`config.mk`:
```
export PLATFORM = sky130hd
export DESIGN_NAME = fll_lock_ctrl_flat
export DESIGN_NICKNAME = d
export VERILOG_FILES = /design/src/rtl/fll_lock_ctrl_pkg.sv /design/src/rtl/fll_lock_ctrl_if.sv /design/src/rtl/fll_band_cmp.sv /design/src/rtl/fll_lock_ctrl.sv /design/src/flat_wrapper.sv
export SDC_FILE = /design/constraint.sdc
export NUM_CORES = 1
export LEC_CHECK = 0
export CORE_MARGIN = 10
export CORE_UTILIZATION = 50
export DETAILED_ROUTE_END_ITERATION = 8
export PLACE_DENSITY = 0.87
export SLEW_MARGIN = 10
export SYNTH_ARGS = -nofsm -noshare
export SYNTH_HDL_FRONTEND = slang
export SYNTH_SLANG_ARGS = --single-unit
```
`constraint.sdc`:
```
create_clock -name clk_ref -period 9.9 [get_ports clk_ref]
set_clock_uncertainty 0.05 [all_clocks]
set_input_delay 0.99 -clock clk_ref [delete_from_list [all_inputs] [get_ports clk_ref]]
set_output_delay 0.99 -clock clk_ref [all_outputs]
set_load 0.01 [all_outputs]
```
`src/rtl/fll_lock_ctrl_pkg.sv`:
```
// Shared types and constants for the FLL lock controller and its sub-blocks.
package fll_pkg;

    typedef enum logic [2:0] {
        ST_IDLE   = 3'd0,
        ST_SAR    = 3'd1,
        ST_TRACK  = 3'd2,
        ST_LOCKED = 3'd3,
        ST_FAULT  = 3'd4
    } fll_state_e;

    localparam logic [2:0] CORNER_MAX = 3'b100;
    localparam logic [2:0] CORNER_NOM = 3'b010;
    localparam logic [2:0] CORNER_MIN = 3'b001;

endpackage

```
`src/rtl/fll_lock_ctrl_if.sv`:
```
// Measurement handshake, band limits and status between the FLL sequencer and its surroundings.
interface fll_lock_ctrl_if #(
    parameter int N  = 32,
    parameter int CW = 9
);
    logic          enable;
    logic [N-1:0]  lower_bound;
    logic [N-1:0]  upper_bound;
    logic [N-1:0]  meas_count;
    logic          meas_valid;
    logic          meas_start;
    logic [CW-1:0] code;
    logic          locked;
    logic [2:0]    corner;
    logic [2:0]    state;
    logic          fault;

    modport master (
        input  enable, lower_bound, upper_bound, meas_count, meas_valid,
        output meas_start, code, locked, corner, state, fault
    );

    modport slave (
        output enable, lower_bound, upper_bound, meas_count, meas_valid,
        input  meas_start, code, locked, corner, state, fault
    );
endinterface

```
`src/rtl/fll_band_cmp.sv`:
```
// Classifies a measured DCO count against an inclusive [lower, upper] band.
module fll_band_cmp #(
    parameter int N = 32
) (
    input  logic [N-1:0] i_count,
    input  logic [N-1:0] i_lower,
    input  logic [N-1:0] i_upper,
    output logic         o_slow,
    output logic         o_fast,
    output logic         o_inband
);
    // With an inverted band a count can be both slow and fast; it is never inband.
    assign o_slow   = i_count < i_lower;
    assign o_fast   = i_count > i_upper;
    assign o_inband = !o_slow && !o_fast;
endmodule

```
`src/rtl/fll_lock_ctrl.sv`:
```
// FLL sequencer: SAR search over the DCO code, then single-LSB tracking and lock detection.
// Define FLL_TIMEOUT_EN to add the meas_valid watchdog and the FAULT state.
module fll_lock_ctrl
    import fll_pkg::*;
#(
    parameter int N        = 32,
    parameter int CW       = 9,
    parameter int LOCK_CNT = 4,
    parameter int TIMEOUT  = 1024
) (
    input  logic           clk_ref,
    input  logic           reset,
    fll_lock_ctrl_if.master bus
);
    localparam int BW  = (CW > 1) ? $clog2(CW) : 1;
    localparam int LCW = $clog2(LOCK_CNT + 1);
    localparam logic [CW-1:0] CODE_MID = CW'(1) << (CW - 1);

    fll_state_e     r_state, w_state;
    logic           r_wait, w_wait;
    logic [CW-1:0]  r_code, w_code;
    logic           r_locked, w_locked;
    logic [2:0]     r_corner, w_corner;
    logic           r_meas_start, w_meas_start;
    logic [BW-1:0]  r_bit, w_bit;
    logic [LCW-1:0] r_cnt, w_cnt;
    logic [CW-1:0]  w_bit_mask;
    logic           w_slow, w_fast, w_inband, w_dn;

    fll_band_cmp #(.N(N)) u_band_cmp (
        .i_count  (bus.meas_count),
        .i_lower  (bus.lower_bound),
        .i_upper  (bus.upper_bound),
        .o_slow   (w_slow),
        .o_fast   (w_fast),
        .o_inband (w_inband)
    );

    // Slow wins when both flags are set, so an inverted band steps the code up.
    assign w_dn = w_fast && !w_slow;

`ifdef FLL_TIMEOUT_EN
    localparam int TW = $clog2(TIMEOUT + 1);
    logic [TW-1:0] r_tmo, w_tmo;
    logic          r_fault, w_fault;
`else
    logic w_unused_timeout;
    assign w_unused_timeout = ^TIMEOUT;
`endif

    always_comb begin
        // NOTE: every output of this block gets a default first so no path infers a latch.
        w_state      = r_state;
        w_wait       = r_wait;
        w_code       = r_code;
        w_locked     = r_locked;
        w_corner     = r_corner;
        w_meas_start = 1'b0;
        w_bit        = r_bit;
        w_cnt        = r_cnt;
        w_bit_mask   = CW'(1) << r_bit;
`ifdef FLL_TIMEOUT_EN
        w_tmo        = r_tmo;
        w_fault      = r_fault;
`endif
        if (!bus.enable) begin
            w_state  = ST_IDLE;
            w_wait   = 1'b0;
            w_locked = 1'b0;
`ifdef FLL_TIMEOUT_EN
            w_fault  = 1'b0;
`endif
        end else if (r_state == ST_IDLE) begin
            w_state = ST_SAR;
            w_wait  = 1'b0;
            w_code  = CODE_MID;
            w_bit   = BW'(CW - 1);
            w_cnt   = '0;
        end else if (r_state == ST_FAULT) begin
            w_state = ST_FAULT;
        end else if (!r_wait) begin
            w_meas_start = 1'b1;
            w_wait       = 1'b1;
`ifdef FLL_TIMEOUT_EN
            w_tmo        = '0;
`endif
        end else if (bus.meas_valid) begin
            w_wait = 1'b0;
            if (r_state == ST_SAR) begin
                if (w_inband) begin
                    w_state = ST_TRACK;
                end else begin
                    w_code = w_dn ? (r_code & ~w_bit_mask) : r_code;
                    if (r_bit != '0) begin
                        w_code = w_code | (w_bit_mask >> 1);
                        w_bit  = r_bit - 1'b1;
                    end else begin
                        w_state = ST_TRACK;
                    end
                end
            end else if (w_inband) begin
                if (r_state == ST_TRACK) begin
                    w_cnt = r_cnt + 1'b1;
                    if (r_cnt == LCW'(LOCK_CNT - 1)) begin
                        w_state  = ST_LOCKED;
                        w_locked = 1'b1;
                    end
                end
            end else begin
                // Out of band in TRACK or LOCKED: one LSB step, saturating at the code range ends.
                w_state  = ST_TRACK;
                w_locked = 1'b0;
                w_cnt    = '0;
                if (!w_dn) begin
                    if (r_code == '1) begin
                        w_corner = CORNER_MAX;
                    end else begin
                        w_code   = r_code + 1'b1;
                        w_corner = CORNER_NOM;
                    end
                end else begin
                    if (r_code == '0) begin
                        w_corner = CORNER_MIN;
                    end else begin
                        w_code   = r_code - 1'b1;
                        w_corner = CORNER_NOM;
                    end
                end
            end
        end
`ifdef FLL_TIMEOUT_EN
        else if (r_tmo == TW'(TIMEOUT - 1)) begin
            w_state  = ST_FAULT;
            w_wait   = 1'b0;
            w_locked = 1'b0;
            w_fault  = 1'b1;
        end else begin
            w_tmo = r_tmo + 1'b1;
        end
`endif
    end

    // NOTE: state registers use non-blocking assignments so every register samples pre-edge values.
    always_ff @(posedge clk_ref) begin
        if (reset) begin
            r_state      <= ST_IDLE;
            r_wait       <= 1'b0;
            r_code       <= CODE_MID;
            r_locked     <= 1'b0;
            r_corner     <= CORNER_NOM;
            r_meas_start <= 1'b0;
            r_bit        <= BW'(CW - 1);
            r_cnt        <= '0;
`ifdef FLL_TIMEOUT_EN
            r_tmo        <= '0;
            r_fault      <= 1'b0;
`endif
        end else begin
            r_state      <= w_state;
            r_wait       <= w_wait;
            r_code       <= w_code;
            r_locked     <= w_locked;
            r_corner     <= w_corner;
            r_meas_start <= w_meas_start;
            r_bit        <= w_bit;
            r_cnt        <= w_cnt;
`ifdef FLL_TIMEOUT_EN
            r_tmo        <= w_tmo;
            r_fault      <= w_fault;
`endif
        end
    end

    assign bus.meas_start = r_meas_start;
    assign bus.code       = r_code;
    assign bus.locked     = r_locked;
    assign bus.corner     = r_corner;
    assign bus.state      = r_state;
`ifdef FLL_TIMEOUT_EN
    assign bus.fault      = r_fault;
`else
    assign bus.fault      = 1'b0;
`endif
endmodule

```
`src/flat_wrapper.sv`:
```
// flat-port wrapper written by rule: the top's interface ports become plain ports
module fll_lock_ctrl_flat import fll_pkg::*;
#(
    parameter int N        = 32,
    parameter int CW       = 9,
    parameter int LOCK_CNT = 4,
    parameter int TIMEOUT  = 1024
)
  (clk_ref, reset, bus_enable, bus_lower_bound, bus_upper_bound, bus_meas_count, bus_meas_valid, bus_meas_start, bus_code, bus_locked, bus_corner, bus_state, bus_fault);
  fll_lock_ctrl_if #(.N(N), .CW(CW)) bus_i ();
  input  logic clk_ref;
  input  logic reset;
  input wire logic [$bits(bus_i.enable)-1:0] bus_enable;
  input wire logic [$bits(bus_i.lower_bound)-1:0] bus_lower_bound;
  input wire logic [$bits(bus_i.upper_bound)-1:0] bus_upper_bound;
  input wire logic [$bits(bus_i.meas_count)-1:0] bus_meas_count;
  input wire logic [$bits(bus_i.meas_valid)-1:0] bus_meas_valid;
  output wire logic [$bits(bus_i.meas_start)-1:0] bus_meas_start;
  output wire logic [$bits(bus_i.code)-1:0] bus_code;
  output wire logic [$bits(bus_i.locked)-1:0] bus_locked;
  output wire logic [$bits(bus_i.corner)-1:0] bus_corner;
  output wire logic [$bits(bus_i.state)-1:0] bus_state;
  output wire logic [$bits(bus_i.fault)-1:0] bus_fault;
  assign bus_i.enable = bus_enable;
  assign bus_i.lower_bound = bus_lower_bound;
  assign bus_i.upper_bound = bus_upper_bound;
  assign bus_i.meas_count = bus_meas_count;
  assign bus_i.meas_valid = bus_meas_valid;
  assign bus_meas_start = bus_i.meas_start;
  assign bus_code = bus_i.code;
  assign bus_locked = bus_i.locked;
  assign bus_corner = bus_i.corner;
  assign bus_state = bus_i.state;
  assign bus_fault = bus_i.fault;
  fll_lock_ctrl #(.N(N), .CW(CW), .LOCK_CNT(LOCK_CNT), .TIMEOUT(TIMEOUT)) u_core (.clk_ref(clk_ref), .reset(reset), .bus(bus_i));
endmodule
```
==> results.yml <==
outcome:
  status: "completed"
yosys:
  syn-cell-area_mm2: 0.00344
  synth_ff_type: "dfxtp_1"
  ys_types: 57
  synth_area_leader_cell: "ha_1"
  yosys_warnings: 0
  synth_top_area_share_pct: 28.0
  synth-seq-cells: 25
  yosysSeqAreaShare_pct: 14.6
  synth_area_per_cell_um2: 7.33
  yosysMostFrequentCell: "inv_1"
  ys_async_sr_fraction_pct: 0
  synth.net_count: 647
  synth_area_leaders: "ha_1, dfxtp_1, inv_1"
  synth_edf_count: 0
  syn_inst: 469
  ys_top_cells_by_count: "inv_1, ha_1, a21oi_1, nand2_1, dfxtp_1"
clock_network:
  clock_path_buffers: 2
  cts_tree: "done"
  cts_hold_buf: 0
  post_cts.repair.setup_buffers: 0
  htreeDepth: 1
  numClockSinks: 25
  cts_made_buffers: 3
  clock_latency_ns: 0.28
  cts_resized: 0
  root_buffer: "clkbuf_8"
  path_clk_slew_ns: 0.09
worst_setup_path:
  rr_endpoint: "u_core.bus.code[8]"
  crit_chain: "clkdlybuf4s50_1 > inv_1 > ha_1 > nand4_1 > nor4_1 > nand2b_1 > a31oi_1 > a21oi_4 > nor2b_1 > buf_4 > inv_1 > fa_1 > nor2b_1 > o21ai_0 > a21oi_1 > o21ai_0 > a21oi_1 > and3_1 > o21ai_0 > a221o_1"
  cp_slowest_cell: "clkdlybuf4s50_1"
  critPathKind: "in -> reg"
  r2r-start: "u_core.bus.code[0]"
  max_stage_delay_ns: 0.45
  worstPathArrival_ns: 5.19
  crit_required_ns: 10.02
  worst-r2r-cell-count: 10
  r2r_slack_ns: 7.24
  worst-path-max-fanout: 18
  cp-start-kind: "primary input"
  cp_common_cell: "o21ai_0"
  crit_path_end_kind: "register"
layout:
  num-nets-final: 758
  drive_gt1_share_pct: 2.25
  multiInputGateArea_mm2: 0.00257
  area_delta_synth_final_pct: 36.5
  diodes: 0
  layout.cells.non_filler: 659
  seq_area_um2: 500
  fill_cells: 556
place:
  hpwl_mm: 9.32
  io_buffers: 116
  gp_congestion: 0.980
  dpl_worst_slack_ns: 4.60
  placed_cells: 655
hold_path:
  worst_hold_path_type: "reg -> reg"
  hold_start: "u_core.r_cnt[2]"
  hold_end: "u_core.r_cnt[2]"
  holdPathStages: 2
grt:
  antenna_found_initial: 0
  busiest_layer: "met2"
  track_usage_pct: 20.5
  gr-usage-met3_pct: 4.62
  grt_overflow: 0
  grt_pass1_wl_mm: 18.0
  grtUsageMet2_pct: 38.4
  grt_start_max_net_pins: 22
  grtUsageMet1_pct: 22.6
  grt_pass1_vias: 3779
die:
  die_w_um: 103
  die-area_mm2: 0.0106
  core-area_mm2: 0.00676
  io_pins: 118
  start_util_pct: 50.9
  num_rows: 30
  die_h_um: 103
sta:
  setup_viol: 0
  hold_violations: 0
  tns_ns: 0
  rsz0062_at_grt: "false"
  tightestPinTransition_ns: 0.884
  maxSlewViolCount: 0
  setup_ws_ns: 4.83
  relSlewSlack_pct: 40.3
  whs_ns: 0.420
  fin_crit_ns: 5.07
  min_period_over_period_pct: 51.2
  max_freq_mhz: 197
route:
  drc_errors: 0
  viasPerCell: 5.72
  num_vias: 3768
  post_drt_wl_per_cell_um: 16.8
  drtIter0Drc: 189
  ant_nets: 0
  dr.pass1.iters: 4
  wl_mm: 11.0
power_and_ir_drop:
  ir_drop_v: 0.000107
  powerDensity_mw_per_mm2: 70.2
  p_leak_nw: 2.15
job:
  maxCapViolCount: 0
==> worst max-delay path, delay by kind of cell <==
family          cells  cell delay [ns]
compound gates      8             1.50
simple gates        6             1.16
buf+inv             4             0.84
fa+ha+maj           2             0.70
==> worst max-delay path by stage <==
stage	depth (start not counted)	end	startpoint	slack, ns
detailed placement	20	u_core.bus.code[8]	bus_upper_bound[31]	4.60
finish	20	u_core.bus.code[8]	bus_upper_bound[31]	4.83
floorplan	19	u_core.bus.code[8]	bus_upper_bound[21]	5.45
global route	20	u_core.bus.code[8]	bus_upper_bound[31]	4.41
CTS	20	u_core.bus.code[8]	bus_upper_bound[31]	4.88
global placement	20	u_core.bus.code[8]	bus_upper_bound[31]	4.80
==> report_power, final <==
| part | switching (mW) | internal, mW |
|---|---|---|
| clock network | 0.0357 | 0.0286 |
| registers | 0.00513 | 0.104 |
| logic | 0.0742 | 0.0823 |
==> per-layer routing <==
metal	vias up	share of wire, %
met5	-	0
met4	0	1.3
met3	17	7.8
met2	129	50
met1	1739	41
li1	1883	-
==> cell usage in the layout (no fill, tap or decap), types with 2 or more instances in the layout <==
cell type,netlist,layout
inv_1,78,78
buf_4,3,3
nand2_1,41,41
clkbuf_8,0,3
a2111oi_0,2,2
ha_1,77,77
and4b_1,2,2
nor2_1,20,20
o31ai_1,2,2
a31o_2,2,2
a21oi_1,53,53
dfxtp_1,25,25
o211ai_1,3,3
mux2i_1,4,4
nor2b_1,4,4
nand4_1,16,16
clkdlybuf4s50_1,0,116
nor3_1,15,15
a2111o_1,2,2
and3_1,3,3
nand3_1,15,15
nand2b_1,13,13
a31oi_1,5,5
or4b_1,2,2
nor4_1,8,8
xnor2_1,3,3
and2_1,2,2
a221oi_1,4,4
xor2_1,5,5
o22ai_1,2,2
a21o_1,6,6
o21ai_0,20,20
==> cell type report <==
class | count | area share, %
Tap cell | 80 | 2.13
Clock buffer | 3 | 0.880
Clock inverter | 1 | 0.160
Multi-Input combinational cell | 353 | 54.7
Sequential cell | 25 | 10.7
Timing Repair Buffer | 119 | 25.2
Inverter | 78 | 6.24
==> sequential cells by signal (all words and copies together) (netlist names) <==
signal	cells
u_core.bus.state	3
u_core.r_wait	1
u_core.bus.code	9
u_core.bus.locked	1
u_core.r_cnt	3
u_core.bus.corner	3
u_core.r_bit	4
u_core.bus.meas_start	1
==> logic make-up after synthesis <==
kind of cell,synth area share [%]
AOI/OAI and AO/OA,20.4
and+or+nand+nor,22.3
muxes,1.16
DFF,14.6
other,0.109
buffers and inverters,10.8
xor gates and xnor gates,2.04
adders and majority gates,28.6
==> through the flow <==
stage	total power, mW	cell area [um^2]	utilization (%)
after floorplan	0.195	3440	-
after global placement	0.260	4640	68.7
after detailed placement	0.265	4640	68.7
after CTS	0.329	4690	69.4
after global routing	0.354	4690	69.4
final	0.330	4690	69.4
Power figures use the tool's default switching activity.
